File: config.mk
export PLATFORM = sky130hd
export DESIGN_NAME = pdes_disp_ctl
export DESIGN_NICKNAME = d
export VERILOG_FILES = /design/src/rtl/pdes_disp_ctl.sv
export SDC_FILE = /design/constraint.sdc
export NUM_CORES = 2
export LEC_CHECK = 0
export CORE_AREA = 2 2 740 742
export CTS_BUF_LIST = sky130_fd_sc_hd__clkbuf_4 sky130_fd_sc_hd__clkbuf_8 sky130_fd_sc_hd__clkbuf_16
export DETAILED_ROUTE_END_ITERATION = 12
export DIE_AREA = 0 0 742 744
export GPL_ROUTABILITY_DRIVEN = 0
export GPL_TIMING_DRIVEN = 0
export PLACE_DENSITY = 0.47
export SYNTH_ARGS = -nofsm -noshare
export SYNTH_HDL_FRONTEND = slang
export SYNTH_SLANG_ARGS = --single-unit
File: constraint.sdc
create_clock -name clk -period 12.8 [get_ports clk]
set_input_delay 2.56 -clock clk [delete_from_list [all_inputs] [get_ports clk]]
set_output_delay 2.56 -clock clk [all_outputs]
set_load 0.01 [all_outputs]
File: src/rtl/pdes_disp_ctl.sv
// PDES dispatch controller: AEG register file, engine start/collect/abort sequencing, CSR reads.
// Optional run timeout enabled by defining PDES_DISP_TIMEOUT_EN.
module pdes_disp_ctl #(
    parameter int NA        = 16,
    parameter int NUM_ENG   = 4,
    parameter int NUM_STATS = 5
) (
    input  logic                          clk,
    input  logic                          i_reset,
    input  logic                          disp_inst_vld,
    input  logic [4:0]                    disp_inst,
    input  logic [17:0]                   disp_aeg_idx,
    input  logic                          disp_aeg_rd,
    input  logic                          disp_aeg_wr,
    input  logic [63:0]                   disp_aeg_wr_data,
    output logic [17:0]                   disp_aeg_cnt,
    output logic [15:0]                   disp_exception,
    output logic                          disp_idle,
    output logic                          disp_stall,
    output logic                          disp_rtn_data_vld,
    output logic [63:0]                   disp_rtn_data,
    output logic [NUM_ENG-1:0]            eng_start,
    output logic [NUM_ENG-1:0]            eng_abort,
    input  logic [NUM_ENG-1:0]            eng_done,
    input  logic [NUM_ENG*16-1:0]         eng_gvt,
    input  logic [NUM_ENG*NUM_STATS*64-1:0] eng_stats,
    output logic [255:0]                  eng_cfg,
    input  logic                          csr_rd_vld,
    input  logic [15:0]                   csr_address,
    output logic                          csr_rd_ack,
    output logic [63:0]                   csr_rd_data
);
    localparam int IW = $clog2(NA);

    typedef enum logic [2:0] {
        IDLE    = 3'd0,
        START   = 3'd1,
        RUN     = 3'd2,
        COLLECT = 3'd3,
        DONE    = 3'd4
    } state_t;

    state_t             state, state_nxt;
    logic [63:0]        aeg [NA];
    logic               caep00, caep01, caep00_p1;
    logic               idx_ok, abort_req, no_mask, timeout_hit;
    logic [IW-1:0]      idx;
    logic [NUM_ENG-1:0] mask, done_q, done_now;
    logic [15:0]        gvt_min;
    logic [63:0]        stat_sum [NUM_STATS];

    assign disp_aeg_cnt = 18'(NA);
    assign caep00       = disp_inst_vld && (disp_inst == 5'd0);
    assign caep01       = disp_inst_vld && (disp_inst == 5'd1);
    assign idx_ok       = disp_aeg_idx < 18'(NA);
    assign idx          = disp_aeg_idx[IW-1:0];
    assign mask         = aeg[4][NUM_ENG-1:0];
    assign done_now     = done_q | eng_done;
    assign eng_start    = (state == START) ? mask : '0;
    assign disp_idle    = (state == IDLE) && !caep00_p1;
    assign disp_stall   = (state != IDLE) || caep00 || caep00_p1;

    for (genvar i = 0; i < 4; i++) begin : g_cfg
        assign eng_cfg[i*64 +: 64] = aeg[i];
    end

`ifdef PDES_DISP_TIMEOUT_EN
    logic [31:0] to_cnt;

    always_ff @(posedge clk) begin
        if (i_reset)
            to_cnt <= '0;
        else if (state == START)
            to_cnt <= '0;
        else if (state == RUN)
            to_cnt <= to_cnt + 32'd1;
    end

    // Fires on the RUN cycle that completes the programmed count.
    assign timeout_hit = (state == RUN) && (aeg[5][31:0] != 32'd0) &&
                         ((to_cnt + 32'd1) == aeg[5][31:0]);
`else
    assign timeout_hit = 1'b0;
`endif

    // Reduction over masked engines: minimum GVT and wrap-around statistic sums.
    always_comb begin
        gvt_min = 16'hFFFF;
        for (int e = 0; e < NUM_ENG; e++)
            if (mask[e] && (eng_gvt[e*16 +: 16] < gvt_min))
                gvt_min = eng_gvt[e*16 +: 16];
        for (int k = 0; k < NUM_STATS; k++) begin
            stat_sum[k] = '0;
            for (int e = 0; e < NUM_ENG; e++)
                if (mask[e])
                    stat_sum[k] = stat_sum[k] + eng_stats[(e*NUM_STATS+k)*64 +: 64];
        end
    end

    always_comb begin
        state_nxt = state;
        abort_req = 1'b0;
        no_mask   = 1'b0;
        case (state)
            IDLE:
                if (caep00_p1) begin
                    if (mask != '0) state_nxt = START;
                    else            no_mask   = 1'b1;
                end
            START:   state_nxt = RUN;
            RUN:
                if (caep01 || timeout_hit) begin
                    abort_req = 1'b1;
                    state_nxt = IDLE;
                end else if ((done_now & mask) == mask) begin
                    state_nxt = COLLECT;
                end
            COLLECT: state_nxt = DONE;
            DONE:    state_nxt = IDLE;
            default: state_nxt = IDLE;
        endcase
    end

    // Control/response stage: everything here is registered one cycle after its cause.
    always_ff @(posedge clk) begin
        if (i_reset) begin
            state             <= IDLE;
            caep00_p1         <= 1'b0;
            done_q            <= '0;
            eng_abort         <= '0;
            disp_exception    <= '0;
            disp_rtn_data_vld <= 1'b0;
            disp_rtn_data     <= '0;
            csr_rd_ack        <= 1'b0;
            csr_rd_data       <= '0;
        end else begin
            state     <= state_nxt;
            caep00_p1 <= caep00;
            if (state == START)
                done_q <= '0;
            else if (state == RUN)
                done_q <= done_now;
            eng_abort      <= abort_req ? mask : '0;
            disp_exception <= {11'b0, timeout_hit, abort_req, no_mask,
                               (disp_aeg_rd || disp_aeg_wr) && !idx_ok,
                               disp_inst_vld && (disp_inst > 5'd1)};
            disp_rtn_data_vld <= disp_aeg_rd;
            disp_rtn_data     <= (disp_aeg_rd && idx_ok) ? aeg[idx] : '0;
            csr_rd_ack        <= csr_rd_vld;
            case (csr_address)
                16'd0:   csr_rd_data <= {61'b0, state};
                16'd1:   csr_rd_data <= aeg[6];
                16'd2:   csr_rd_data <= 64'(done_q);
                default: csr_rd_data <= '0;
            endcase
        end
    end

    // Result writes go first so a same-cycle dispatch write to the same AEG wins.
    always_ff @(posedge clk) begin
        if (i_reset) begin
            for (int i = 0; i < NA; i++)
                aeg[i] <= '0;
        end else begin
            if (state == COLLECT) begin
                aeg[6] <= {48'b0, gvt_min};
                for (int k = 0; k < NUM_STATS; k++)
                    aeg[7+k] <= stat_sum[k];
            end
            if (disp_aeg_wr && idx_ok)
                aeg[idx] <= disp_aeg_wr_data;
        end
    end
endmodule

==> results.sh <==
export IMPL_crit_required_ps=13360
export IMPL_n_fill_cell=58012
export IMPL_grt_pass1_vias=118799
export IMPL_drt_iter0_drc=20155
export IMPL_hold_ws_ps=478
export IMPL_viasPerCell=5.62
export IMPL_overflow=0
export IMPL_die_y_um=744
export IMPL_drc=0
export IMPL_synth_flop_cell="edfxtp_1"
export IMPL_antenna_found_initial=786
export IMPL_fmax_mhz=76.5
export IMPL_route_vias_total=131253
export IMPL_multi_input_comb_area_um2=82500
export IMPL_power_density_nw_per_um2=120
export IMPL_initial_core_util_pct=21.8
export IMPL_cts_buffer_depth=3
export IMPL_worst_path_most_repeated_cell="clkbuf_2"
export IMPL_clock_sink_count=1170
export IMPL_synth_area_um2=119000
export IMPL_coreArea_um2=544000
export IMPL_die_w_um=742
export IMPL_failed_checks="capacitance limit, slew limit, setup timing"
export IMPL_drv_slew=151
export IMPL_max_stage_delay_ps=1170
export IMPL_outcome="finished with violations"
export IMPL_ios=1887
export IMPL_cts_buffers=135
export IMPL_period_share_pct=102
export IMPL_area_growth_pct=33.4
export IMPL_dp_hpwl_um=877000
export IMPL_final_common_cell="clkdlybuf4s50_1"
export IMPL_clk_pin_slew_worst_paths_ps=70
export IMPL_io_buffers=1819
export IMPL_ctsHoldBuffers=0
export IMPL_clk_latency_ps=830
export IMPL_tns_ps=-1040
export IMPL_ant_nets=0
export IMPL_synth_edff_count=1024
export IMPL_row_count=271
export IMPL_most_common_layout_cells="clkdlybuf4s50_1, nand2_1, a21oi_1, edfxtp_1, and2_1"
export IMPL_crit_path_top_delay_cell="clkbuf_1"
export IMPL_worstMarginPinSlew_ps=1670
export IMPL_cts_tree="yes"
export IMPL_finalNetCount=17975
export IMPL_period_minus_slack_ps=13070
export IMPL_cts_max_level=4
export IMPL_grt_use_total_pct=34.9
export IMPL_relSlewSlack_pct=-11.6
export IMPL_layout_drive_gt1_share_pct=11.5
export IMPL_ys_seq_elements=1170
export IMPL_cts_root_buf="clkbuf_16"
export IMPL_timing_final_ws_setup_ps=-272
export IMPL_worstSetupPathType="reg -> reg"
export IMPL_finalHoldViolations=0
export IMPL_min_path_type="reg -> reg"
export IMPL_critPathCaptureType="flop"
export IMPL_skew_ps=88.9
export IMPL_dieArea_um2=552000
export IMPL_startpoint_type="flop"
export IMPL_worst_ep_arrival_time_ps=13630
export IMPL_total_power_mw=19.0
export IMPL_finalWirelength_um=1010000
export IMPL_maxCapViolations=21
export IMPL_power_leakage_nw=63.6
export IMPL_critPathMaxFanout=10
export IMPL_regArea_um2=33700
export IMPL_ys_seq_area_share_pct=28.4
export IMPL_synthCells=13358
export IMPL_ir_worst_vdd_uv=112
export IMPL_detail_route_wl_per_cell_um=43.3
export IMPL_yosys_warnings=0
export IMPL_dr_pass1_iters=9
export IMPL_ys_async_sr_fraction_pct=0
export IMPL_syn_area_per_cell_um2=8.88
export IMPL_synth_distinct_cells=123
export IMPL_r2r_worst_path_cells=32
export IMPL_setup_violations=10
export IMPL_whs_path_depth=2
export IMPL_grt_pass1_wl_um=1240000
export IMPL_grt_max_degree=65
[power by group]
part           switching, mW  total, mW  internal (mW)
clock network           1.80       4.15           2.34
registers              0.107       4.47           4.37
logic                   6.63       10.4           3.77
total                   8.54       19.0           10.5
[kinds of logic after synthesis]
| logic type | synth area share [%] |
|---|---|
| xor+xnor | 6.48 |
| simple gates | 17.6 |
| mux | 10.0 |
| other cells | 0.00633 |
| compound gates | 22.8 |
| fa+ha+maj | 10.4 |
| buf+inv | 4.28 |
| flops | 28.4 |
[path summary, 6_finish.rpt]
kind | start | end | slack [ps]
worst min-delay path | caep00_p1 | disp_exception[2] | 480
worst min register to register | caep00_p1 | disp_exception[2] | 480
worst max-delay path | aeg[4][1] | aeg[9][62] | -270
worst max register to register | aeg[4][1] | aeg[9][62] | -270
[final cells by class]
type                       count  share of cell area, %
antenna                      492                  0.778
buffer                       768                   2.23
clock buffer                 177                   2.41
clock inverter                65                  0.554
inverter                     506                   1.20
multi-input combinational  10920                   52.1
sequential                  1170                   21.3
tap                         7234                   5.72
timing repair buffer        2042                   13.7
[what timing repair did]
action,in CTS,in global routing
setup endpoints to repair,180,67
resized for setup,327,172
setup buffers,51,29
pin swaps,39,41
[sequential cells by signal, summed over array words and instances (netlist names)]
signal / flops
csr_rd_ack: 1
state: 3
disp_exception: 4
aeg: 1024
csr_rd_data: 64
eng_abort: 4
caep00_p1: 1
disp_rtn_data: 64
done_q: 4
disp_rtn_data_vld: 1
[Yosys cell counts (all sizes together), types with 102 or more instances]
master	number	area, um^2
a211oi	102	776
and3	181	1130
o21a	132	992
xnor2	529	4630
nand2b	130	813
o211ai	103	783
edfxtp	1024	30700
mux4	320	7210
inv	505	1900
buf	135	717
and2	945	5910
mux2	296	3330
nand2	1233	4640
nor3	190	956
mux2i	133	1330
dfxtp	146	2920
o21bai	142	1070
nand4	133	832
clkbuf	655	2460
xor2	338	2960
nor2b	115	719
a21oi	1123	5680
a21o	753	5650
nor2	706	2650
ha	960	12000
nand3	226	1130
o21ai	902	4530
a31oi	137	891
[metrics by stage]
| stage | utilization (%) | std cells | setup slack [ps] | area, um^2 |
|---|---|---|---|---|
| after floorplan | - | 13386 | 1880 | 119000 |
| after global placement | 26.9 | 22439 | -10360 | 146000 |
| after detailed placement | 27.4 | 22582 | -5490 | 149000 |
| after CTS | 28.7 | 22865 | 2.93 | 156000 |
| after global routing | 29.0 | 23196 | -65.3 | 158000 |
| final | 29.1 | 23374 | -272 | 158000 |
[critical path, delay by kind of cell (launching register included)]
kind / cells / cell delay [ps]
buf+inv: 8 / 5870
compound gates: 12 / 3270
simple gates: 8 / 1360
flops: 1 / 990
fa+ha+maj: 2 / 610
mux: 1 / 390
xor+xnor: 1 / 130
[routing by layer]
| metal | up-vias | track usage (%) | wire length (um) |
|---|---|---|---|
| li1 | 54392 | - | - |
| met1 | 64099 | 39.4 | 356000 |
| met2 | 10067 | 53.6 | 445000 |
| met3 | 2615 | 9.15 | 104000 |
| met4 | 80 | 32.9 | 107000 |
| met5 | - | 0 | 518 |
Note: power is estimated with default switching activity, not from simulation.
